$ cat src/rtl/arb_mux_pkg.sv
// Shared constants and helpers for the arbitrated multiplexer.
package arb_mux_pkg;

  localparam int ARB_FIXED = 0;
  localparam int ARB_RR    = 1;

  // Ceiling log2 for elaboration-time width derivation.
  function automatic int clog2(input int v);
    int r;
    r = 0;
    for (int i = 0; i < 31; i++) begin
      if ((1 << i) < v) r = i + 1;
    end
    return r;
  endfunction

  // Source index width; a single channel still needs one bit.
  function automatic int sel_w(input int n);
    return (n > 1) ? clog2(n) : 1;
  endfunction

endpackage

$ cat src/rtl/arb_mux_rr_grant.sv
// Combinational grant picker: fixed priority or round-robin from a pointer,
// with an optional lock that restricts eligibility to a single channel.
module rr_grant
  import arb_mux_pkg::*;
#(
  parameter int NUM_IN = 4,
  parameter int SEL_W  = 2
) (
  input  logic [NUM_IN-1:0] req,
  input  logic [SEL_W-1:0]  ptr,
  input  logic              mode,
  input  logic              lock_en,
  input  logic [SEL_W-1:0]  lock_idx,
  output logic [NUM_IN-1:0] grant,
  output logic [SEL_W-1:0]  idx,
  output logic              any
);

  logic [NUM_IN-1:0] elig;

  // Mask requests down to the locked channel while a packet is in flight.
  always_comb begin
    elig = req;
    if (lock_en) begin
      elig = '0;
      elig[lock_idx] = req[lock_idx];
    end
  end

  // Scan from the start point upward, wrapping at NUM_IN (not a power of 2).
  always_comb begin : scan_p
    int base;
    int c;
    base  = (mode == 1'(ARB_RR)) ? int'(ptr) : 0;
    c     = 0;
    grant = '0;
    idx   = '0;
    any   = 1'b0;
    for (int k = 0; k < NUM_IN; k++) begin
      c = base + k;
      if (c >= NUM_IN) c = c - NUM_IN;
      if (!any && elig[c]) begin
        any      = 1'b1;
        grant[c] = 1'b1;
        idx      = SEL_W'(c);
      end
    end
  end

endmodule

$ cat src/rtl/arb_mux.sv
// N-input handshaked mux: arbitrates valid/ready sources into one registered
// output beat per cycle, with optional packet locking on in_last.
module arb_mux
  import arb_mux_pkg::*;
#(
  parameter int WIDTH    = 32,
  parameter int NUM_IN   = 4,
  parameter int ARB_MODE = 1,
  parameter int LOCK     = 0,
  parameter int SEL_W    = sel_w(NUM_IN)
) (
  input  logic                    clk,
  input  logic                    rst_n,
  input  logic [NUM_IN-1:0]       in_valid,
  input  logic [NUM_IN*WIDTH-1:0] in_data,
  input  logic [NUM_IN-1:0]       in_last,
  output logic [NUM_IN-1:0]       in_ready,
  output logic                    out_valid,
  output logic [WIDTH-1:0]        out_data,
  output logic                    out_last,
  output logic [SEL_W-1:0]        out_src,
  input  logic                    out_ready
);

  logic [SEL_W-1:0]  ptr;
  logic              locked;
  logic [SEL_W-1:0]  lock_idx;
  logic [NUM_IN-1:0] grant;
  logic [SEL_W-1:0]  g;
  logic              any;
  logic              load_en;
  logic              accept;
  logic              g_last;
  logic [SEL_W-1:0]  ptr_nxt;

  rr_grant #(
    .NUM_IN (NUM_IN),
    .SEL_W  (SEL_W)
  ) u_grant (
    .req      (in_valid),
    .ptr      (ptr),
    .mode     (ARB_MODE == ARB_RR),
    .lock_en  (locked),
    .lock_idx (lock_idx),
    .grant    (grant),
    .idx      (g),
    .any      (any)
  );

  // The register can take a beat when empty or when it is draining this cycle.
  always_comb begin
    load_en  = !out_valid || out_ready;
    accept   = rst_n && load_en && any;
    in_ready = accept ? grant : '0;
    g_last   = in_last[g];
    ptr_nxt  = (int'(g) == NUM_IN - 1) ? '0 : g + 1'b1;
  end

  // Output stage: load on accept, otherwise empty out once consumed.
  always_ff @(posedge clk or negedge rst_n) begin
    if (!rst_n) begin
      out_valid <= 1'b0;
      out_data  <= '0;
      out_last  <= 1'b0;
      out_src   <= '0;
    end else if (accept) begin
      out_valid <= 1'b1;
      out_data  <= in_data[int'(g)*WIDTH +: WIDTH];
      out_last  <= g_last;
      out_src   <= g;
    end else if (out_ready) begin
      out_valid <= 1'b0;
    end
  end

  // Round-robin pointer moves past the winner, but only at packet end when locking.
  always_ff @(posedge clk or negedge rst_n) begin
    if (!rst_n) begin
      ptr <= '0;
    end else if (ARB_MODE == ARB_RR && accept && (LOCK == 0 || g_last)) begin
      ptr <= ptr_nxt;
    end
  end

  // Lock tracks an open packet from its first non-last beat to its last beat.
  always_ff @(posedge clk or negedge rst_n) begin
    if (!rst_n) begin
      locked   <= 1'b0;
      lock_idx <= '0;
    end else if (LOCK != 0 && accept) begin
      locked <= !g_last;
      if (!g_last) lock_idx <= g;
    end
  end

endmodule

$ cat config.mk
export PLATFORM = sky130hd
export DESIGN_NAME = arb_mux
export DESIGN_NICKNAME = d
export VERILOG_FILES = /design/src/rtl/arb_mux_pkg.sv /design/src/rtl/arb_mux_rr_grant.sv /design/src/rtl/arb_mux.sv
export SDC_FILE = /design/constraint.sdc
export NUM_CORES = 1
export LEC_CHECK = 0
export CAP_MARGIN = 30
export CORE_ASPECT_RATIO = 0.75
export CORE_UTILIZATION = 64
export DETAILED_ROUTE_END_ITERATION = 6
export DONT_BUFFER_PORTS = 1
export PLACE_DENSITY = 0.8
export SLEW_MARGIN = 20
export SYNTH_ARGS = -nofsm -noshare
export SYNTH_HDL_FRONTEND = slang
export SYNTH_SLANG_ARGS = --single-unit
$ cat constraint.sdc
create_clock -name clk -period 9 [get_ports clk]
set_input_delay 0.9 -clock clk [delete_from_list [all_inputs] [get_ports clk]]
set_output_delay 0.9 -clock clk [all_outputs]
set_load 0.02 [all_outputs]
Word-level counts from Yosys, hierarchy flattened
Index checks and enable logic that the tools add are counted.
- $add $sub $neg: 8
- $lt $le $gt $ge: 15
- equal/unequal tests: 1
- shift-type cells: 1
- muxes and demuxes: 47
- bitwise logic cells: 4
- reductions and logical operators: 16
- operator list (operator ; number):
    32-bit by 1-bit >= comparator with 1-bit output, second input constant ; 4
    32-bit by 4-bit < comparator with 1-bit output, second input constant ; 4
    32-bit two-way mux ; 4
    128-bit by 8-bit variable part select with 32-bit output ; 1
    32-bit by 4-bit >= comparator with 1-bit output, second input constant ; 3
    32-bit by 4-bit subtractor with 32-bit output, second input constant ; 3
    4-bit two-way mux ; 6
    1-bit two-way mux ; 21
    1-bit binary-select mux with 2-bit select ; 6
    4-bit bitwise OR ; 3
    1-bit demux with 2-bit select ; 5
    1-bit logical AND ; 10
    2-bit two-way mux ; 5
    2-bit by 2-bit adder with 3-bit output, second input constant ; 2
    2-bit by 3-bit < comparator with 1-bit output, second input constant ; 2
    4-bit AND ; 1
    1-bit zero test ; 4
    2-bit by 3-bit subtractor with 4-bit output, second input constant ; 1
    2-bit by 1-bit adder with 3-bit output, second input constant ; 1
    2-bit by 3-bit >= comparator with 1-bit output, second input constant ; 1
    2-bit by 1-bit adder with 2-bit output, second input constant ; 1
    2-bit by 1-bit equality test with 1-bit output, second input constant ; 1
    2-bit by 1-bit >= comparator with 1-bit output, second input constant ; 1
    2-bit nonzero test ; 1
    1-bit logical OR ; 1
- register bits: 38
- output and inout bits: 40
- logic and storage cells: 97

Depth between registers and ports, before layout
- word-level depth: 21
- depth in mapped cells: 11

Cells and area by module
A second synthesis with hierarchy kept.
- cells, all modules: 220
- area, all modules: 3084.2 sq um
- by module, submodules not included (module ; times used ; cells an instance ; area an instance (sq um) ; seq. area each (sq um)):
    arb_mux ; 1 ; 133 ; 2378.5 ; 950.9
    rr_grant ; 1 ; 87 ; 705.7 ; 0.0

Least setup slack after synthesis
OpenSTA, ideal clock, no wires.
- path type: register to output
- start point: register ptr[0]
- end point: output port in_ready[0]
- arrival time: 2.554 ns
- path slack: 5.546 ns
- cell stages (with the launch flop): 9
- path buffers: 1
- path through: dfrtp_1 buf_6 inv_1 ha_1 mux4_1 or3_4 nor2_1 a221oi_1 nor2_1
- word-level cells in the longest chain between the ends: 17
- elaborated cells on any way between the ends: 66
- those cells by class: add/sub: 7; order compare: 12; mux: 33; bitwise: 3; reduce/logical: 11
- ends and longest elaborated chain (item ; line ; text):
    start, declared ; arb_mux.sv:25 ; logic [SEL_W-1:0] ptr;
    start signal, assigned ; arb_mux.sv:81 ; ptr <= ptr_nxt;
    branches (longest 16 deep; another with 32-bit by 4-bit subtractor with 32-bit output) ; - ;
    4-bit two-way mux * ; arb_mux.sv:54 ; in_ready = accept ? grant : '0;
    end, declared ; arb_mux.sv:17 ; output logic [NUM_IN-1:0] in_ready,
Mark *: on every way between the ends. The select of a mux whose other input is x is not followed.

Worst setup path after layout
- start point: register ptr[0]
- end point: register out_data[14]
- word-level cells in the longest chain between the ends: 16
- elaborated cells on any way between the ends: 43
- those cells by class: add/sub: 7; order compare: 4; shift: 1; mux: 24; reduce/logical: 7
- ends and longest elaborated chain (item ; line ; text):
    branches (longest 16 deep; another with 32-bit by 4-bit subtractor with 32-bit output) ; - ;
    end signal, assigned ; arb_mux.sv:68 ; out_data <= in_data[int'(g)*WIDTH +: WIDTH];
    end, declared ; arb_mux.sv:19 ; output logic [WIDTH-1:0] out_data,
Parallel ways; which one is timed is not known. The select of a mux whose other input is x is not followed.
A chain may end at the register's enable or synchronous reset.

==> impl_metrics.env <==
export IMPL_clk_pin_slew_worst_paths_ps=80
export IMPL_place_ws_ps=4718
export IMPL_yosys_warnings=3
export IMPL_cts_buffers=5
export IMPL_timing_rr_end="out_data[14]"
export IMPL_synth_nets=474
export IMPL_synth_async_reset_ratio_pct=100.0
export IMPL_p_sw_mw=0.6420
export IMPL_cp_required_ps=9200
export IMPL_fin_crit_ps=4372
export IMPL_first_iter_violations=223
export IMPL_slew_viol_final=0
export IMPL_yosysUniqueCellTypes=33
export IMPL_htreeDepth=2
export IMPL_die_h_um=60.54
export IMPL_worstSetupEndpointType="flip-flop"
export IMPL_rrSetupSlack_ps=4630
export IMPL_slew_headroom_pct=40.40
export IMPL_ys_seq_area_share_pct=32.52
export IMPL_grt_ovfl_total=0
export IMPL_timing_final_ws_setup_ps=4628
export IMPL_met3_length_um=735
export IMPL_tightest_slew_ps=894.0
export IMPL_setup_viol=0
export IMPL_syn_inst=331
export IMPL_p_leak_nw=1.209
export IMPL_worst_path_stages=9
export IMPL_die_area_um2=4846
export IMPL_cts_buffer_depth=2
export IMPL_power_switching_share_pct=50.73
export IMPL_seqPwrFrac_pct=34.0
export IMPL_cts_setup_buffers=0
export IMPL_cts_root_buf="clkbuf_8"
export IMPL_worstSetupPathType="flip-flop to flip-flop"
export IMPL_rsz0062_at_grt="false"
export IMPL_clock_latency_ps=290
export IMPL_drive_above_1_share_pct=13.87
export IMPL_fin_crit_sh_pct=48.58
export IMPL_initial_core_util_pct=69.55
export IMPL_ir_worst_vdd_uv=286.4
export IMPL_syn_area_um2=2924
export IMPL_ys_seq_elements=38
export IMPL_fin_setup_tns_ps=0
export IMPL_cp_max_fo=44
export IMPL_critPathBufInv=2
export IMPL_area_growth_synth_to_final_pct=2.653
export IMPL_synth_top_area_share_pct=32.52
export IMPL_io_buffers=0
export IMPL_p_clk_share_pct=13.8
export IMPL_cp_start_kind="flip-flop"
export IMPL_grt_max_degree=68
export IMPL_first_pass_iters=4
export IMPL_clkSinkCount=38
export IMPL_wire_per_inst_um=21.38
export IMPL_hpwl_um=5431
export IMPL_pwr_share_comb_pct=52.2
export IMPL_reg2reg_depth=9
export IMPL_fillers=359
export IMPL_yosys_top_cells_area="dfrtp_1 (33%), and3_1 (14%), a211oi_1 (12%), a211oi_2 (9.4%), nor2_1 (5.8%)"
export IMPL_outcome="finished clean"
export IMPL_crit_slowest_cell="nand2_2"
export IMPL_nets=452
export IMPL_yosys_most_used_dff="dfrtp_1"
export IMPL_synth_largest_area_cell="dfrtp_1"
export IMPL_crit_chain="inv_1 > ha_1 > mux4_1 > nor2b_1 > o21ai_4 > nand2_2 > buf_4 > a211oi_2 > nor3_1"
export IMPL_max_freq_mhz=228.7
export IMPL_wl_met2_um=3921
export IMPL_syn_avg_cell_area_um2=8.834
export IMPL_yosysMostFrequentCell="and3_1"
export IMPL_top_layer="met4"
export IMPL_synth_edf_count=0
export IMPL_vias=2565
export IMPL_postCtsHoldBufs=0
export IMPL_grt_pass1_vias=2385
export IMPL_drc=0
export IMPL_antenna_left=0
export IMPL_cellPowerDensity_nw_per_um2=421.6
export IMPL_crit_family="simple AND/OR/NAND/NOR gates"
export IMPL_total_power_mw=1.265
export IMPL_grt_pass1_wl_um=11630
export IMPL_skew_ps=5.985
export IMPL_diodes=0
export IMPL_hold_violations=0
export IMPL_vias_per_cell=7.027
export IMPL_place_gp_congestion=0.9166
export IMPL_die_x_um=80.05
export IMPL_fp_coreArea_um2=4204
export IMPL_cts_resized_gates=0
export IMPL_cap_violations=0
export IMPL_design_portCount=179
export IMPL_synth_cells_most_frequent="and3_1 (67), a211oi_1 (45), nor2_1 (45)"
export IMPL_hp_class="input port to async pin"
export IMPL_worstPathArrival_ps=4570
export IMPL_rr_startpoint="ptr[0]"
export IMPL_slowest_delay_ps=770
export IMPL_finalWirelength_um=7804
export IMPL_met1_length_um=3066
export IMPL_grt_usage_pct=31.60
export IMPL_cts_tree="done"
export IMPL_rows=20
export IMPL_p_int_mw=0.6235
export IMPL_antenna_found_initial=0
==> cell type report <==
cell class	instances	area (µm²)	share of cell area, %
tap	55	68.82	2.293
inverter	3	11.26	0.3752
clock buffer	5	68.82	2.293
timing repair buffer	5	45.04	1.501
sequential	38	950.9	31.68
multi-input combinational	256	1788	59.57
clock inverter	3	68.82	2.293
==> layout by cell type, fill, tap and decap left out, types with 2 or more instances in the layout <==
master	synthesis	final
a211oi_1	45	45
o21ai_0	3	2
nor3_1	33	33
a211oi_2	22	22
inv_1	3	3
ha_1	4	4
nor2b_1	2	2
dfrtp_1	38	38
clkbuf_8	0	5
bufinv_16	0	2
and3_1	67	67
a221oi_1	4	4
mux2i_1	3	3
nand2_1	7	6
mux4_1	3	3
buf_4	0	4
a22oi_1	4	4
nor2_1	45	45
==> worst max path at each step <==
stage,from,end,slack (ps)
after detailed placement,ptr[0],out_data[6],4720
after global placement,ptr[0],out_data[11],4520
after global routing,ptr[0],out_data[11],4370
final,ptr[0],out_data[14],4630
after CTS,ptr[0],out_data[6],4690
after floorplan,ptr[0],in_ready[0],5550
==> power groups by stage <==
stage          sequential [mW]  combinational, mW  clock, mW
2_1_floorplan            0.402              0.591          0
3_3_place_gp             0.432              0.625          0
3_5_place_dp             0.433              0.654          0
4_1_cts                  0.431              0.655      0.176
5_1_grt                  0.440              0.731      0.184
6_report                 0.430              0.660      0.175
==> flip-flops by register name, indices dropped and copies added, names as in the netlist <==
signal and count:
out_data 32, out_last 1, out_valid 1, ptr 2
out_src 2
==> worst register-to-register path, cell delays in order, from the launching register on <==
cell      delay, ps
dfrtp_1         680
inv_1           170
ha_1            400
mux4_1          700
nor2b_1         440
o21ai_4         320
nand2_2         770
buf_4           460
a211oi_2        120
nor3_1          230
==> per-stage QoR <==
step	cells	area, µm²	utilization, %	hold WS (ps)
floorplan	331	2924	-	581.5
global placement	356	2849	67.77	605.3
detailed placement	357	2864	68.13	605.4
CTS	365	3002	71.40	292.9
global route	365	3002	71.40	279.6
finish	365	3002	71.40	297.0
==> cells by family (layout without fill, tap and decap cells) <==
kind of cell	count (synthesis)	after routing	share of synthesized area, %
xor+xnor	1	1	0.2996
simple gates	160	160	28.76
fa+ha+maj	4	4	1.712
compound gates	83	83	24.86
mux	8	8	4.878
buf+inv	37	16	6.975
flops	38	38	32.52
==> metal layers <==
layer,vias to the layer above,GRT usage (%)
li1,1211,-
met1,1193,37.00
met2,151,55.68
met3,10,9.624
met4,0,12.24
met5,-,0
(Power assumes the default switching activity.)
==> variant: new RTL, config.mk and constraints unchanged <==
The parameter `WIDTH` goes from 32 to 36.
--- a/src/rtl/arb_mux.sv
+++ b/src/rtl/arb_mux.sv
@@ -5,3 +5,3 @@
 #(
-  parameter int WIDTH    = 32,
+  parameter int WIDTH    = 36,
   parameter int NUM_IN   = 4,
Interface: changed (resized in_data and out_data); port bits go from 179 to 199. No check against the original RTL was run, so the function may have changed too.
==> variant against the unedited design <==
Final area up 43%; sequential cell count up 4; routed wire length up 57%; cell count up 51%; power up 19%; via count up 62%; worst setup slack worse by 0.074 ns; count of clock-buffer cells in the layout up 2; area after synthesis up 47%; critical path type unchanged.
==> variant: results (changes against the unedited design) <==
Run status
  – Status: finished clean

Routing
  – WL/cell: 22.2 um (+3.9%)
  – Met3 Wirelength: 1270 um (+73%)
  – WL met1: 5010 um (+63%)
  – DRT iter0 DRCs: 335 (+50%)
  – Vias: 4155 (+62%)
  – Met2 WL post-DR: 5760 um (+47%)
  – DR pass1 iterations: 5 (+1)
  – Top sig layer: met4

Setup path
  – Crit Path Max Fanout: 89 (+100%)
  – Delay of the slowest critical-path stage: 0.92 ns (+0.15 ns)
  – Family with the most delay on the worst path: buffers and inverters
  – Slowest library cell on the worst path: dfrtp_4
  – WP data arrival: 4.69 ns (+0.12 ns)

CTS
  – Setup Fix Bufs, Post-CTS: 0 (unchanged)
  – Cts repair resizes: 0 (unchanged)
  – Total CTS buffers: 5 (unchanged)
  – Clock Tree Buf Depth: 2 (unchanged)
  – CTS HTree Levels: 2 (unchanged)
  – Clock latency on the worst-skew pair: around 0.30 ns
  – CTS Root Cell: clkbuf_8
  – Worst-path clk slew: 0.08 ns (about the same)

Logic synthesis
  – Synth warn: 3 (unchanged)
  – Sequential element share of the synthesized area: 0.244 (-0.0814)
  – Asr flop ratio synth: 1.00 (unchanged)
  – Yosys cell types: 45 (+36%)
  – Synth area leaders: dfrtp_1, mux2i_1, nor3_1
  – Area share of the largest cell type after synthesis: 0.244 (-0.0814)
  – Syn Nets: 674 (+42%)
  – Top cells by count, synth: mux2i_1, nor3_1, nor2_1

Final layout
  – Share of layout cells above drive strength 1: 0.0596 (-0.0791)
  – N_diodes: 0 (unchanged)
  – Fill count: 536 (+49%)
  – Fin nets: 628 (+39%)
  – Top flop regs: out_data x36, out_src x2, ptr x2
  – Cell area after layout: 4300 sq um (+43%)
  – Largest reg by FF count: out_data

Global routing
  – Largest net degree at the start of global routing: 90 (+32%)
  – Total track usage: 0.341 (+0.0253)
  – Initial antenna violation count: 0 (unchanged)
  – Vias in the first global route: 3924 (+65%)
  – Global-route wire length before repair: 19700 um (+69%)

Placed design
  – Dpl hpwl: 8510 um (+57%)
  – Placement-stage cell area: 4210 sq um (+47%)
  – Buffers on Ports: 0 (unchanged)
  – Final GP Congestion: 0.904 (-1.4%)

Pwr
  – Leakage power: 1.73 nW (+43%)
  – Worst ir drop on vdd: 0.174 mV (-39%)

Hold path
  – Hold Path Class: in2async

Timing
  – Worst-Margin Slew: 0.857 ns (-0.0366 ns)
  – Setup Skew: 0.00299 ns (-0.00300 ns)
[variant: changes by cell type in the layout (fill, tap and decap cells not counted), sizes merged, moves of 3 or more]
cell     before  now
a2111oi       0   37
a211o         0   38
a211oi       67   39
a21o          0    3
a21oi         0    3
and3         67    0
dfrtp        38   42
mux2i         3   79
nand2b        1    5
nor2         45   49
nor3         33   76
o21ai         4   37
[variant: routing by layer]
| layer | track usage | vias to the layer above |
|---|---|---|
| li1 | - | 1942 |
| met1 | 0.447 | 1971 |
| met2 | 0.548 | 219 |
| met3 | 0.103 | 23 |
| met4 | 0.108 | 0 |
| met5 | 0 | - |
[variant: final timing paths]
path | from | end | slack [ns] | depth (start not counted)
max in group asynchronous | rst_n | ptr[0] | 8.62 | 0
hold reg to reg | out_src[1] | out_src[1] | 0.64 | 2
min in group clk | out_src[1] | out_src[1] | 0.64 | 2
hold / removal | rst_n | out_data[25] | 0.29 | 0
setup / recovery | ptr[0] | out_data[19] | 4.55 | 9
setup reg to reg | ptr[0] | out_data[19] | 4.55 | 9
[variant: area by class of cell]
| class | instances | share of cell area |
|---|---|---|
| Timing Repair Buffer | 7 | 0.0151 |
| Clock inverter | 1 | 0.00116 |
| Sequential cell | 42 | 0.245 |
| Tap cell | 81 | 0.0236 |
| Clock buffer | 7 | 0.0201 |
| Inverter | 3 | 0.00262 |
| Multi-Input combinational cell | 410 | 0.692 |
[variant: per-stage QoR]
| stage | std cells | setup slack, ns | total power [mW] |
|---|---|---|---|
| after floorplan | 515 | 5.63 | 1.23 |
| after global placement | 542 | 4.44 | 1.32 |
| after detailed placement | 543 | 4.63 | 1.37 |
| after CTS | 551 | 4.63 | 1.50 |
| after global routing | 551 | 4.25 | 1.61 |
| final | 551 | 4.55 | 1.51 |
[variant: cell families after synthesis]
logic type,Yosys count,synth area share
buffers and inverters,63,0.0731
flip-flops,42,0.244
adder cells (fa/ha/maj),4,0.0116
multiplexers,82,0.197
AND/OR/NAND/NOR,147,0.164
AO/OA/AOI/OAI,177,0.310
[variant: report_power, final]
part | internal, mW | leakage (nW) | switching, mW
combinational | 0.377 | 1.17 | 0.485
sequential | 0.280 | 0.510 | 0.231
clock | 0.0621 | 0.0482 | 0.0696
